[src/rtl/fpu_mul_if.sv]
// Operand/result valid-ready bundle between the FPU issue stage, fpu_mul_pipe and writeback.
interface fpu_mul_if #(
    parameter int unsigned EXP_W = 5,
    parameter int unsigned MAN_W = 10
);
    localparam int unsigned W = 1 + EXP_W + MAN_W;

    logic         in_valid;
    logic         in_ready;
    logic [W-1:0] op_a;
    logic [W-1:0] op_b;
    logic         out_valid;
    logic         out_ready;
    logic [W-1:0] result;
    logic         overflow;
    logic         underflow;
    logic         invalid;

    modport master (
        output in_valid, op_a, op_b, out_ready,
        input  in_ready, out_valid, result, overflow, underflow, invalid
    );

    modport slave (
        input  in_valid, op_a, op_b, out_ready,
        output in_ready, out_valid, result, overflow, underflow, invalid
    );
endinterface

[src/rtl/fpu_mul_pipe.sv]
// Pipelined floating-point multiplier: RNE rounding, flush-to-zero, saturating overflow.
// Define FPU_MUL_INF_NAN_EN to reserve the all-ones exponent for inf/NaN handling.
module fpu_mul_pipe #(
    parameter int unsigned EXP_W = 5,
    parameter int unsigned MAN_W = 10
) (
    input logic      clk,
    input logic      rst_n,
    fpu_mul_if.slave bus
);
    localparam int unsigned W    = 1 + EXP_W + MAN_W;
    localparam int unsigned BIAS = 2 ** (EXP_W - 1) - 1;
    localparam int unsigned EW   = EXP_W + 2;
    localparam int unsigned PW   = 2 * (MAN_W + 1);
    localparam logic [EXP_W-1:0] EXP_ONES = '1;
`ifdef FPU_MUL_INF_NAN_EN
    localparam int              EMAX     = 2 ** EXP_W - 2;
    localparam logic [MAN_W-1:0] SAT_FRAC = '0;
    localparam logic [W-1:0]     QNAN     = {1'b0, EXP_ONES, 1'b1, {(MAN_W-1){1'b0}}};
`else
    localparam int              EMAX     = 2 ** EXP_W - 1;
    localparam logic [MAN_W-1:0] SAT_FRAC = '1;
`endif

    logic en_o, en3, en2, en1;
    logic v1, v2, v3, out_valid_q;

    // Each stage loads when empty or when its downstream neighbour moves on
    assign en_o         = ~out_valid_q | bus.out_ready;
    assign en3          = ~v3 | en_o;
    assign en2          = ~v2 | en3;
    assign en1          = ~v1 | en2;
    assign bus.in_ready = en1;

    // Operand capture
    logic [W-1:0] a1, b1;
    always_ff @(posedge clk or negedge rst_n) begin
        if (!rst_n) begin
            v1 <= 1'b0;
            a1 <= '0;
            b1 <= '0;
        end else if (en1) begin
            v1 <= bus.in_valid;
            if (bus.in_valid) begin
                a1 <= bus.op_a;
                b1 <= bus.op_b;
            end
        end
    end

    // S1: sign, zero detect, mantissa product, biased exponent sum
    logic [EXP_W-1:0] ea, eb;
    logic [MAN_W-1:0] fa, fb;
    logic [PW-1:0]    s1_prod_c;
    logic [EW-1:0]    s1_e_c;
    assign ea        = a1[W-2 -: EXP_W];
    assign eb        = b1[W-2 -: EXP_W];
    assign fa        = a1[MAN_W-1:0];
    assign fb        = b1[MAN_W-1:0];
    assign s1_prod_c = PW'({1'b1, fa}) * PW'({1'b1, fb});
    assign s1_e_c    = EW'(ea) + EW'(eb) - EW'(BIAS);

    logic          sign2, zero2;
    logic [PW-1:0] prod2;
    logic [EW-1:0] e2;
`ifdef FPU_MUL_INF_NAN_EN
    logic nan2, inf2;
`endif
    always_ff @(posedge clk or negedge rst_n) begin
        if (!rst_n) begin
            v2    <= 1'b0;
            sign2 <= 1'b0;
            zero2 <= 1'b0;
            prod2 <= '0;
            e2    <= '0;
`ifdef FPU_MUL_INF_NAN_EN
            nan2  <= 1'b0;
            inf2  <= 1'b0;
`endif
        end else if (en2) begin
            v2 <= v1;
            if (v1) begin
                sign2 <= a1[W-1] ^ b1[W-1];
                zero2 <= (ea == '0) | (eb == '0);
                prod2 <= s1_prod_c;
                e2    <= s1_e_c;
`ifdef FPU_MUL_INF_NAN_EN
                nan2  <= ((ea == EXP_ONES) & (fa != '0)) | ((eb == EXP_ONES) & (fb != '0));
                inf2  <= ((ea == EXP_ONES) & (fa == '0)) | ((eb == EXP_ONES) & (fb == '0));
`endif
            end
        end
    end

    // S2: normalise by one bit, then round-to-nearest-even on guard/sticky
    logic             norm, g, st, up;
    logic [PW-2:0]    sh;
    logic [MAN_W-1:0] frac_t;
    logic [MAN_W:0]   rnd;
    logic [EW-1:0]    s2_e_c;
    assign norm   = prod2[PW-1];
    assign sh     = norm ? prod2[PW-2:0] : {prod2[PW-3:0], 1'b0};
    assign frac_t = sh[PW-2 -: MAN_W];
    assign g      = sh[PW-2-MAN_W];
    assign st     = |sh[PW-3-MAN_W:0];
    assign up     = g & (st | frac_t[0]);
    assign rnd    = {1'b0, frac_t} + (MAN_W+1)'(up);
    assign s2_e_c = e2 + EW'(norm) + EW'(rnd[MAN_W]);

    logic             sign3, zero3;
    logic [MAN_W-1:0] frac3;
    logic [EW-1:0]    e3;
`ifdef FPU_MUL_INF_NAN_EN
    logic nan3, inf3;
`endif
    always_ff @(posedge clk or negedge rst_n) begin
        if (!rst_n) begin
            v3    <= 1'b0;
            sign3 <= 1'b0;
            zero3 <= 1'b0;
            frac3 <= '0;
            e3    <= '0;
`ifdef FPU_MUL_INF_NAN_EN
            nan3  <= 1'b0;
            inf3  <= 1'b0;
`endif
        end else if (en3) begin
            v3 <= v2;
            if (v2) begin
                sign3 <= sign2;
                zero3 <= zero2;
                frac3 <= rnd[MAN_W-1:0];
                e3    <= s2_e_c;
`ifdef FPU_MUL_INF_NAN_EN
                nan3  <= nan2;
                inf3  <= inf2;
`endif
            end
        end
    end

    // S3: special cases, flush-to-zero, saturation, pack
    logic [W-1:0] res_c;
    logic         ovf_c, unf_c;
`ifdef FPU_MUL_INF_NAN_EN
    logic         inv_c;
`endif
    always_comb begin
        res_c      = '0;
        res_c[W-1] = sign3;
        ovf_c      = 1'b0;
        unf_c      = 1'b0;
`ifdef FPU_MUL_INF_NAN_EN
        inv_c      = 1'b0;
        if (nan3 || (inf3 && zero3)) begin
            res_c = QNAN;
            inv_c = ~nan3;
        end else if (inf3) begin
            res_c = {sign3, EXP_ONES, MAN_W'(0)};
        end else
`endif
        if (!zero3) begin
            if (int'($signed(e3)) <= 0) begin
                unf_c = 1'b1;
            end else if (int'($signed(e3)) > EMAX) begin
                ovf_c = 1'b1;
                res_c = {sign3, EXP_ONES, SAT_FRAC};
            end else begin
                res_c = {sign3, e3[EXP_W-1:0], frac3};
            end
        end
    end

    logic [W-1:0] result_q;
    logic         ovf_q, unf_q;
`ifdef FPU_MUL_INF_NAN_EN
    logic         inv_q;
`endif
    always_ff @(posedge clk or negedge rst_n) begin
        if (!rst_n) begin
            out_valid_q <= 1'b0;
            result_q    <= '0;
            ovf_q       <= 1'b0;
            unf_q       <= 1'b0;
`ifdef FPU_MUL_INF_NAN_EN
            inv_q       <= 1'b0;
`endif
        end else if (en_o) begin
            out_valid_q <= v3;
            if (v3) begin
                result_q <= res_c;
                ovf_q    <= ovf_c;
                unf_q    <= unf_c;
`ifdef FPU_MUL_INF_NAN_EN
                inv_q    <= inv_c;
`endif
            end
        end
    end

    assign bus.out_valid = out_valid_q;
    assign bus.result    = result_q;
    assign bus.overflow  = ovf_q;
    assign bus.underflow = unf_q;
`ifdef FPU_MUL_INF_NAN_EN
    assign bus.invalid   = inv_q;
`else
    assign bus.invalid   = 1'b0;
`endif
endmodule
[src/flat_wrapper.sv]
// flat-port wrapper written by rule: the top's interface ports become plain ports
module fpu_mul_pipe_flat 
#(
    parameter int unsigned EXP_W = 5,
    parameter int unsigned MAN_W = 10
)
  (clk, rst_n, bus_in_valid, bus_op_a, bus_op_b, bus_out_ready, bus_in_ready, bus_out_valid, bus_result, bus_overflow, bus_underflow, bus_invalid);
  fpu_mul_if #(.EXP_W(EXP_W), .MAN_W(MAN_W)) bus_i ();
  input logic clk;
  input logic rst_n;
  input wire logic [$bits(bus_i.in_valid)-1:0] bus_in_valid;
  input wire logic [$bits(bus_i.op_a)-1:0] bus_op_a;
  input wire logic [$bits(bus_i.op_b)-1:0] bus_op_b;
  input wire logic [$bits(bus_i.out_ready)-1:0] bus_out_ready;
  output wire logic [$bits(bus_i.in_ready)-1:0] bus_in_ready;
  output wire logic [$bits(bus_i.out_valid)-1:0] bus_out_valid;
  output wire logic [$bits(bus_i.result)-1:0] bus_result;
  output wire logic [$bits(bus_i.overflow)-1:0] bus_overflow;
  output wire logic [$bits(bus_i.underflow)-1:0] bus_underflow;
  output wire logic [$bits(bus_i.invalid)-1:0] bus_invalid;
  assign bus_i.in_valid = bus_in_valid;
  assign bus_i.op_a = bus_op_a;
  assign bus_i.op_b = bus_op_b;
  assign bus_i.out_ready = bus_out_ready;
  assign bus_in_ready = bus_i.in_ready;
  assign bus_out_valid = bus_i.out_valid;
  assign bus_result = bus_i.result;
  assign bus_overflow = bus_i.overflow;
  assign bus_underflow = bus_i.underflow;
  assign bus_invalid = bus_i.invalid;
  fpu_mul_pipe #(.EXP_W(EXP_W), .MAN_W(MAN_W)) u_core (.clk(clk), .rst_n(rst_n), .bus(bus_i));
endmodule
[config.mk]
export PLATFORM = sky130hd
export DESIGN_NAME = fpu_mul_pipe_flat
export DESIGN_NICKNAME = d
export VERILOG_FILES = /design/src/rtl/fpu_mul_if.sv /design/src/rtl/fpu_mul_pipe.sv /design/src/flat_wrapper.sv
export SDC_FILE = /design/constraint.sdc
export NUM_CORES = 1
export LEC_CHECK = 0
export BUFFER_PORTS_ARGS = -buffer_cell sky130_fd_sc_hd__buf_2
export CORE_ASPECT_RATIO = 1.25
export CORE_MARGIN = 1.5
export CORE_UTILIZATION = 35
export DETAILED_ROUTE_END_ITERATION = 7
export MAX_ROUTING_LAYER = met4
export REMOVE_ABC_BUFFERS = 1
export SYNTH_ARGS = -nofsm -noshare
export SYNTH_HDL_FRONTEND = slang
export SYNTH_SLANG_ARGS = --single-unit
[constraint.sdc]
create_clock -name clk -period 8.49 [get_ports clk]
set_clock_uncertainty 0.15 [all_clocks]
set_input_delay 1.2735 -clock clk [delete_from_list [all_inputs] [get_ports clk]]
set_output_delay 1.2735 -clock clk [all_outputs]
set_load 0.1 [all_outputs]
==> Yosys cells after proc, flatten, opt, wreduce, memory -nomap -nowiden <==
Cells that the tools add are included.
{ "op_classes": {"n_mux": 9, "div": 0, "n_addsub": 5, "multipliers": 1, "n_reduce_logical": 7, "magnitude_cmp": 2, "n_shift": 0, "bitwise": 12, "n_eq_ne": 0} }
{ "op_table": {"columns": ["cell", "count"], "rows": [
  ["15-bit 2-to-1 mux", 3],
  ["11-bit by 11-bit multiplier with 22-bit output", 1],
  ["21-bit 2-to-1 mux", 1],
  ["7-bit by 1-bit adder with 7-bit output", 2],
  ["10-bit by 1-bit adder with 11-bit output", 1],
  ["5-bit logical NOT", 2],
  ["10-bit OR reduction", 1],
  ["2-bit AND reduction", 4],
  ["7-bit by 6-bit greater-than comparator with 1-bit output (second input constant)", 1],
  ["7-bit by 1-bit <= comparator with 1-bit output (second input constant)", 1],
  ["7-bit by 4-bit subtractor with 7-bit output (second input constant)", 1],
  ["5-bit by 5-bit adder with 6-bit output", 1],
  ["1-bit OR", 6],
  ["1-bit 2-to-1 mux", 5],
  ["1-bit NOT", 4],
  ["1-bit AND", 1],
  ["1-bit bitwise XOR", 1]
]} }
{ "totals": {"ramBits": 0, "register_bits": 104, "romBits": 0, "mem_count": 0, "latch_bits": 0, "output_inout_bits": 21, "in_bits": 36, "elab_cells": 53} }

==> Logic depth before layout (Yosys ltp) <==
{ "logic_depth": {"word_depth": 6, "depth_mapped": 19, "depth_no_buf": 18} }

==> Least setup slack after synthesis <==
No wires, ideal clock.
{ "synth_timing": {"kind": "reg2reg", "startpoint": "register u_core.b1[9]", "endpoint": "register u_core.prod2[18]", "synth_period_minus_slack_ps": 5287, "arrival_ps": 5005, "required_time_ps": 8209, "path_buffers": 1, "path_stages_with_launch": 19, "setup_ps": 131, "path_slack_ps": 3203, "path_cell_list": "dfrtp_1 clkbuf_1 and2_1 fa_1 inv_1 fa_1 inv_1 fa_1 fa_1 inv_1 fa_1 inv_1 ha_1 and4_4 nand2_2 o211ai_4 a21oi_2 and4_4 or3_1"} }
{ "synth_between": {"elab_chain_cells": 1} }
{ "synth_rtl": {"columns": ["element", "line", "rtl"], "rows": [
  ["start: declaration", "fpu_mul_pipe.sv:36", "logic [W-1:0] a1, b1;"],
  ["start signal: assignment", "fpu_mul_pipe.sv:46", "b1 <= bus.op_b;"],
  ["11-bit by 11-bit multiplier with 22-bit output", "fpu_mul_pipe.sv:60", "assign s1_prod_c = PW'({1'b1, fa}) * PW'({1'b1, fb});"],
  ["end signal: assignment", "fpu_mul_pipe.sv:85", "prod2 <= s1_prod_c;"],
  ["end: declaration", "fpu_mul_pipe.sv:64", "logic [PW-1:0] prod2;"]
]} }
No other way between the ends.
A chain may end at the register's enable or synchronous reset.

==> Worst setup path in the final report <==
{ "layout_timing": {"startpoint": "register u_core.a1[6]", "endpoint": "register u_core.prod2[19]"} }
{ "layout_between": {"elab_chain_cells": 1} }
{ "layout_rtl": {"columns": ["element", "line", "rtl"], "rows": [
  ["start: declaration", "fpu_mul_pipe.sv:36", null],
  ["start signal: assignment", "fpu_mul_pipe.sv:45", "a1 <= bus.op_a;"],
  ["11-bit by 11-bit multiplier with 22-bit output", "fpu_mul_pipe.sv:60", null]
]} }
No other way between the ends.

==> flow_summary.toml <==
[sta]
relSlewSlack = 0.367
setup_viol = 0
tns_ns = 0
post-route-min-period_ns = 5.51
hold_viol = 0
worst_hold_slack_ns = 0.326
post-route-period-util = 0.649
timing_max_transition_violations_final = 0
timing.fmax_ghz = 0.181
grt_setup_unrepaired = "false"
max_slew.worst_pin.slew_ns = 0.950

[synth]
post-synth-top-area-cell = "sky130_fd_sc_hd__dfrtp_1"
yosys-top-cells-count = "sky130_fd_sc_hd__nand2_1 (153), sky130_fd_sc_hd__inv_1 (124), sky130_fd_sc_hd__dfrtp_1 (104), sky130_fd_sc_hd__fa_1 (82), sky130_fd_sc_hd__ha_1 (68)"
number_of_instances_in_the_synthesized_netlist = 906
netlist_top_cells_area = "sky130_fd_sc_hd__dfrtp_1 (30%), sky130_fd_sc_hd__fa_1 (19%), sky130_fd_sc_hd__ha_1 (9.9%), sky130_fd_sc_hd__nand2_1 (6.7%), sky130_fd_sc_hd__inv_1 (5.4%)"
synth.top_cell.area_share = 0.302
ys_warn_count = 0
async_sr_flop_fraction = 1.00
ys_dominant_reg_cell = "sky130_fd_sc_hd__dfrtp_1"
synth-edff-count = 0
ys_seq_elements = 104
syn_avg_cell_area_um2 = 9.51
synth-seq-area-share = 0.302
synth_most_common_cell = "sky130_fd_sc_hd__nand2_1"
netlist_area_um2 = 8610
netlist-cell-type-count = 57

[worst_setup_path]
worst_path_dominant_cell_family = "adder cells"
reg2reg_slack_ns = 2.98
critical-path-slowest-cell = "sky130_fd_sc_hd__dfrtp_1"
cp.depth = 18
crit_path_end_kind = "flip-flop"
worst_setup_path_endpoint = "u_core.prod2[19]"
critical_path.max_stage_delay_ns = 0.64
setup.worst_path.start_class = "flip-flop"
critical_path.startpoint = "u_core.a1[6]"
critical_path_buf_inv_count = 5
crit_path_cell_trace = "nand2_1 > fa_1 > inv_1 > fa_1 > inv_1 > fa_1 > inv_1 > fa_1 > inv_1 > fa_1 > inv_1 > ha_1 > o21a_1 > o211ai_1 > a311o_1 > a21oi_4 > nor2_1 > a211o_1"
rr_worst_depth = 18
worstSetupPathType = "reg2reg"
critPathRequiredTime_ns = 8.59
path_max_fanout = 12
origin_of_the_critical_flop_to_flop_path = "u_core.a1[6]"
rr_endpoint = "u_core.prod2[19]"
worst-endpoint-arrival_ns = 5.61

[grt]
global_route.usage.total = 0.145
grt_pass1_wl_um = 28600
overflow_after_grt = 0
largest_net_degree_at_the_start_of_global_routing = 58
grt_antenna_before_repair = 0
first_global_vias = 5974

[clocking]
cts_resized = 0
max-clock-path-buffers = 2
holdBufCountCts = 0
clk_transition_reported_paths_ns = 0.08
ctsHtreeMaxLevel = 3
number_of_setup_buffers_added_after_cts = 0
latest_clock_arrival_within_the_worst_skew_pair_ns = 0.37
cts_tree = "done"
clkSinkCount = 104
clk_root_buffer_cell = "sky130_fd_sc_hd__clkbuf_16"
cts_made_buffers = 9

[drt]
drt_drc_violations_left = 0
vias_per_cell = 4.65
dr.first_iter.drc_count = 173
route.final.wire_length_um = 16500
final_antenna_net_count = 0
drtPass1Iterations = 4
vias = 5914
avgRoutedWirePerCell_um = 13.0

[cells_and_area]
post-route-cell-area_um2 = 9460
areaGrowthSynthToFinish_pct = 9.88
antenna_cells = 0
utilization = 0.389
share_of_post_route_cells_with_drive_strength_above_1 = 0.133
num-nets-final = 1122

[floorplanning]
die_y_um = 178
start_util = 0.354
rows = 64
number_of_placed_i_o_pins = 57
core_area_um2 = 24300
overall_die_width_um = 143
die_area_um2 = 25600

[outcome]
outcome = "finished, final reports clean"

[job]
drv_cap = 0

[min_path]
hold_path_class = "reg2reg"
min_path_cells = 2

[placed_design]
placed_area_um2 = 9180
io_buffer_count = 55
detailed_place_hpwl_um = 13200
gp_routability_congestion = 0.937
layout make-up:
class	count	area (um2)
fill	2512	14900
sequential	104	2600
timing repair buffer	60	315
multi-input combinational	637	5380
clock buffer	10	229
clock inverter	6	56.3
tap	330	413
inverter	124	465
logic make-up (layout without fill, tap and decap cells):
logic type      Yosys count  count (layout)  share of synthesized area
buf+inv                 165             200                     0.0729
mux                      43              43                     0.0558
flops                   104             104                      0.302
fa+ha+maj               150             150                      0.289
simple gates            286             286                      0.154
other cells               1               1                   0.000435
compound gates          123             123                     0.0907
xor+xnor                 34              34                     0.0346
metrics by stage:
stage	setup slack (ns)	cells
after CTS	2.96	1271
after global placement	3.07	1255
after detailed placement	2.98	1255
after global routing	2.70	1271
final	2.98	1271
after floorplan	3.29	865
state kept, by name (all words and copies together) (netlist names):
name	cells
u_core.prod2	22
u_core.a1	16
u_core.b1	16
u_core.bus.result	16
u_core.frac3	10
u_core.e2	7
u_core.e3	7
u_core.bus.out_valid	1
u_core.bus.overflow	1
u_core.bus.underflow	1
u_core.sign2	1
u_core.sign3	1
u_core.v1	1
u_core.v2	1
u_core.v3	1
u_core.zero2	1
u_core.zero3	1
metal layers:
metal  vias up  GRT usage  part of all wire
met5         -          -                 0
met4         0     0.0531             0.023
met3        23     0.0266             0.026
met2        54      0.238              0.49
met1      2839      0.178              0.46
li1       2998          -                 -
worst min-delay path by stage:
stage	startpoint	end
3_3_place_gp	u_core.bus.result[5]	u_core.bus.result[5]
2_1_floorplan	u_core.prod2[0]	u_core.prod2[0]
4_1_cts	u_core.bus.result[4]	u_core.bus.result[4]
3_5_place_dp	u_core.prod2[2]	u_core.prod2[2]
5_1_grt	u_core.prod2[2]	u_core.prod2[2]
6_report	u_core.bus.overflow	u_core.bus.overflow
worst min-delay path, cell delays in order, from the launching register on:
cell and delay [ns]:
sky130_fd_sc_hd__dfrtp_1 0.34, sky130_fd_sc_hd__nand2_1 0.04, sky130_fd_sc_hd__o21ai_0 0.06
placed cells by master (no fill, tap or decap), types with 3 or more instances in the layout:
master / n
sky130_fd_sc_hd__xor2_1: 12
sky130_fd_sc_hd__xnor2_1: 22
sky130_fd_sc_hd__mux2i_1: 3
sky130_fd_sc_hd__a211oi_1: 5
sky130_fd_sc_hd__o21ai_0: 54
sky130_fd_sc_hd__o21bai_1: 3
sky130_fd_sc_hd__nand2_1: 153
sky130_fd_sc_hd__and2_1: 41
sky130_fd_sc_hd__and3_1: 3
sky130_fd_sc_hd__buf_4: 6
sky130_fd_sc_hd__o31ai_1: 3
sky130_fd_sc_hd__nand3_1: 11
sky130_fd_sc_hd__o21a_1: 3
sky130_fd_sc_hd__ha_1: 68
sky130_fd_sc_hd__a21o_1: 5
sky130_fd_sc_hd__nor3_1: 4
sky130_fd_sc_hd__o311ai_0: 3
sky130_fd_sc_hd__o211ai_1: 3
sky130_fd_sc_hd__fa_1: 82
sky130_fd_sc_hd__a31oi_1: 4
sky130_fd_sc_hd__clkbuf_16: 9
sky130_fd_sc_hd__inv_1: 124
sky130_fd_sc_hd__nand4_1: 7
sky130_fd_sc_hd__nand2b_1: 9
sky130_fd_sc_hd__nor4_1: 3
sky130_fd_sc_hd__inv_6: 3
sky130_fd_sc_hd__nor2b_1: 5
sky130_fd_sc_hd__a21oi_1: 22
sky130_fd_sc_hd__mux2_2: 40
sky130_fd_sc_hd__buf_2: 54
sky130_fd_sc_hd__nor2_1: 35
sky130_fd_sc_hd__a2111o_1: 3
sky130_fd_sc_hd__dfrtp_1: 104
Power is left out: the tool's default activity adds up to more than one toggle a clock period on the data nets, which glitch-free logic cannot reach.
